### config.mk
export PLATFORM = sky130hd
export DESIGN_NAME = rptr_empty
export DESIGN_NICKNAME = d
export VERILOG_FILES = /design/src/rtl/fifo_pkg.sv /design/src/rtl/rptr_empty.sv
export SDC_FILE = /design/constraint.sdc
export NUM_CORES = 1
export LEC_CHECK = 0
export BUFFER_PORTS_ARGS = -buffer_cell sky130_fd_sc_hd__buf_2
export CAP_MARGIN = 20
export CORE_UTILIZATION = 53
export CTS_CLUSTER_DIAMETER = 40
export DETAILED_ROUTE_END_ITERATION = 8
export HOLD_SLACK_MARGIN = 0.02
export PLACE_DENSITY_LB_ADDON = 0.25
export SETUP_SLACK_MARGIN = 0.1
export SLEW_MARGIN = 10
export SYNTH_ARGS = -nofsm -noshare
export SYNTH_HDL_FRONTEND = slang
export SYNTH_SLANG_ARGS = --single-unit
### constraint.sdc
create_clock -name rclk -period 7.1 [get_ports rclk]
set_input_delay 1.065 -clock rclk [delete_from_list [all_inputs] [get_ports rclk]]
set_output_delay 1.065 -clock rclk [all_outputs]
set_load 0.02 [all_outputs]
### src/rtl/fifo_pkg.sv
// Shared pointer definitions and Gray-code helpers for the asynchronous FIFO.
// The read/write controllers and the synchronizer bench import this package.
package fifo_pkg;

    localparam int unsigned ADDR_W = 4;

    typedef logic [ADDR_W:0] ptr_t;

    function automatic ptr_t bin2gray(input ptr_t ptr);
        return (ptr >> 1) ^ ptr;
    endfunction

    // XOR-prefix from the MSB down: each binary bit is the parity of all Gray bits at or above it.
    function automatic ptr_t gray2bin(input ptr_t ptr);
        ptr_t bin;
        bin = ptr;
        for (int unsigned i = 1; i <= ADDR_W; i++) begin
            bin[ADDR_W-i] = bin[ADDR_W-i+1] ^ ptr[ADDR_W-i];
        end
        return bin;
    endfunction

endpackage

### src/rtl/rptr_empty.sv
// Read-side pointer and empty/almost-empty/level controller of the async FIFO (rclk domain).
// All status outputs are registered and derived from the next read pointer.
module rptr_empty #(
    parameter int unsigned ADDR_W    = fifo_pkg::ADDR_W,
    parameter int unsigned AEMPTY_TH = 2
) (
    input  logic              rclk,
    input  logic              rrst_n,
    input  logic [ADDR_W:0]   w2r_wptr,
    input  logic              rinc,
    input  logic              runderflow_clr,
    output logic [ADDR_W-1:0] raddr,
    output logic [ADDR_W:0]   rptr,
    output logic              rempty,
    output logic              raempty,
    output logic [ADDR_W:0]   rlevel,
    output logic              runderflow
);

    import fifo_pkg::*;

    typedef logic [ADDR_W:0] rptr_t;

    localparam rptr_t AE_TH = rptr_t'(AEMPTY_TH);

    rptr_t rbin;
    rptr_t rbinnext;
    rptr_t rgraynext;
    rptr_t wbin_s;
    rptr_t level_next;
    logic  pop;

    // Package helpers are sized for the package ADDR_W; casts keep widths explicit.
    always_comb begin
        pop        = rinc & ~rempty;
        rbinnext   = rbin + rptr_t'(pop);
        rgraynext  = rptr_t'(bin2gray(ptr_t'(rbinnext)));
        wbin_s     = rptr_t'(gray2bin(ptr_t'(w2r_wptr)));
        level_next = wbin_s - rbinnext;
    end

    always_ff @(posedge rclk or negedge rrst_n) begin
        if (!rrst_n) begin
            rbin       <= '0;
            rptr       <= '0;
            rempty     <= 1'b1;
            raempty    <= 1'b1;
            rlevel     <= '0;
            runderflow <= 1'b0;
        end else begin
            rbin       <= rbinnext;
            rptr       <= rgraynext;
            rempty     <= (rgraynext == w2r_wptr);
            raempty    <= (level_next <= AE_TH);
            rlevel     <= level_next;
            // A new underflow takes priority over a coincident clear.
            runderflow <= (rinc & rempty) | (runderflow & ~runderflow_clr);
        end
    end

    assign raddr = rbin[ADDR_W-1:0];

endmodule
==> results.cfg <==
[placement]
hpwl_um = 1220
gp_congestion = 0.722
dp_slack_ns = 3.51
port_buffers = 25

[timing]
setup_violations = 0
fin_hold_ws_ns = 0.539
fmax_mhz = 304
fin_tns_setup_ns = 0
fin_ws_ns = 3.81
slew_headroom = 0.674
worst_slew_pin_slew_ns = 0.486
hold_viol_final = 0
fin_skew_ns = 0.00514
post-route-period-util = 0.463
drv_slew = 0
grt_setup_unrepaired = no
fin_crit_ns = 3.29

[outcome]
outcome = finished, violations left
violations = design-rule violations

[yosys]
ys_warn_count = 0
synthSimpleGateAreaFrac = 0.0604
synth.avg_cell_area_um2 = 12.5
async_flop_share = 1.00
syn_inst = 73
synth-adder-area-share = 0.104
ys_seq_area_frac = 0.469
synth_edf_count = 0
netlist_area_um2 = 912
syn-num-nets = 89
ys_dominant_reg_cell = dfrtp_1
yosys.area.top_type = dfrtp_1
synth_xor_area_frac = 0.255
synth_cell_types = 22
synthMuxAreaShare = 0
synth_compound_area_frac = 0.0658
synth_top_area_frac = 0.412
synth.ff_latch_count = 17
synth_top_family_by_area = XOR/XNOR gates
ys_top_cells_by_area = dfrtp_1 41%, xnor2_1 14%, ha_1 8.2%
yosys-top-cells-count = 15 x dfrtp_1, 15 x xnor2_1, 7 x inv_1

[floorplanning]
die_height_um = 43.5
fp.coreArea_um2 = 1560
num_rows = 14
io_pins = 26
fp.dieArea_um2 = 1890
die_w_um = 43.5
start_util = 0.585

[global_route]
grt_pass1_wl_um = 2570
track_usage = 0.198
use_met3 = 0.0250
grt_antenna_before_repair = 0
grt_pass1_vias = 566
globalRouteMet2Util = 0.306
grt-busiest-layer = met2
grt-ovfl-total = 0
met1_usage = 0.262
grt_max_degree = 18

[flow_run]
maxCapViolCount = 0

[setup_path]
crit_path_end_kind = register
critPathRequiredTime_ns = 7.29
cp-start-kind = input pin
cp_max_fo = 3
critPathKind = input pin to register
critical_path_arrival_ns = 3.48

[hold_path]
min_path_type = register to register

[cts]
postCtsHoldBufs = 0
clk_latency_ns = 0.29
clkSinkCount = 17
clk_path_buf_depth = 2
ctsHtreeMaxLevel = 1
post_cts_resized = 0
cts.repair_timing.setup_buffer_count = 0
cts_tree = done
root_buffer = clkbuf_4
cts-buffers-inserted = 3
clk_pin_slew_ns = 0.10

[final_layout]
layout-drive-gt1-share = 0.330
fillCellCount = 121
nets = 117
diodes = 0
area_growth_pct = 17.3

[detailed_routing]
wire_per_inst_um = 13.1
vias = 595
drtIter0Drc = 12
drc = 4
final_antenna_net_count = 0
routed_wl_um = 1520
via_per_inst = 5.13
first_pass_iters = 6
## layout make-up
cell class                 count  area [um2]  area share
timing repair buffer          25         125       0.117
clock inverter                 1        5.00     0.00468
sequential                    17         428       0.400
clock buffer                   3        22.5      0.0211
tap                           16        20.0      0.0187
multi-input combinational     47         443       0.414
inverter                       7        26.3      0.0246
## critical path: stages
cell	delay, ns
buf_2	0.12
xor3_2	0.47
xor2_1	0.33
xnor2_1	0.17
ha_1	0.16
inv_1	0.06
fa_1	0.40
a31oi_1	0.23
xnor2_1	0.12
a2111oi_2	0.36
## state kept, by name (all words and copies together) (netlist names)
signal	count
rbin	5
rlevel	5
rptr	4
raempty	1
rempty	1
runderflow	1
## final timing paths
check                      depth (start not counted)  slack, ns          to        start
max                                               10       3.81     raempty  w2r_wptr[4]
max reg2reg                                        9       4.53     raempty       rempty
min                                                2       0.54  runderflow       rempty
max in group asynchronous                          1       6.12     raempty       rrst_n
min in group asynchronous                          1       0.67     rptr[2]       rrst_n
min reg2reg                                        2       0.54  runderflow       rempty
## layout by cell type (no fill, tap or decap)
cell / netlist / final
a31oi_1: 1 / 1
clkinv_2: 0 / 1
ha_1: 6 / 6
nand4_1: 1 / 1
a2111oi_2: 1 / 1
xor3_2: 1 / 1
dfstp_2: 2 / 2
and3b_1: 1 / 1
dfrtp_1: 15 / 15
o21ai_0: 1 / 1
xor3_1: 1 / 1
nand2_1: 2 / 2
and4b_1: 1 / 1
buf_2: 0 / 25
xnor2_1: 15 / 15
a21o_1: 2 / 2
clkbuf_4: 0 / 3
a21oi_1: 2 / 2
inv_1: 7 / 7
fa_1: 1 / 1
xor2_1: 6 / 6
nand3_1: 2 / 2
a311oi_1: 1 / 1
nor2b_1: 2 / 2
## routing by layer
metal	vias to the layer above	wire length [um]
li1	296	-
met1	278	706
met2	16	732
met3	5	46
met4	0	38
met5	-	0
## stage by stage
step / utilization / area [um2] / instances
2_1_floorplan: - / 912 / 73
3_3_place_gp: 0.669 / 1040 / 112
3_5_place_dp: 0.669 / 1040 / 112
4_1_cts: 0.686 / 1070 / 116
5_1_grt: 0.686 / 1070 / 116
6_report: 0.686 / 1070 / 116
## cells by family after synthesis
kind of cell	Yosys count
AND/OR/NAND/NOR	9
AO/OA/AOI/OAI	8
flip-flops	17
buffers and inverters	9
XOR/XNOR	23
adder cells (fa/ha/maj)	7
Power is not shown: default switching activity piles up to over one toggle a cycle in this logic, so the estimate is an artifact.
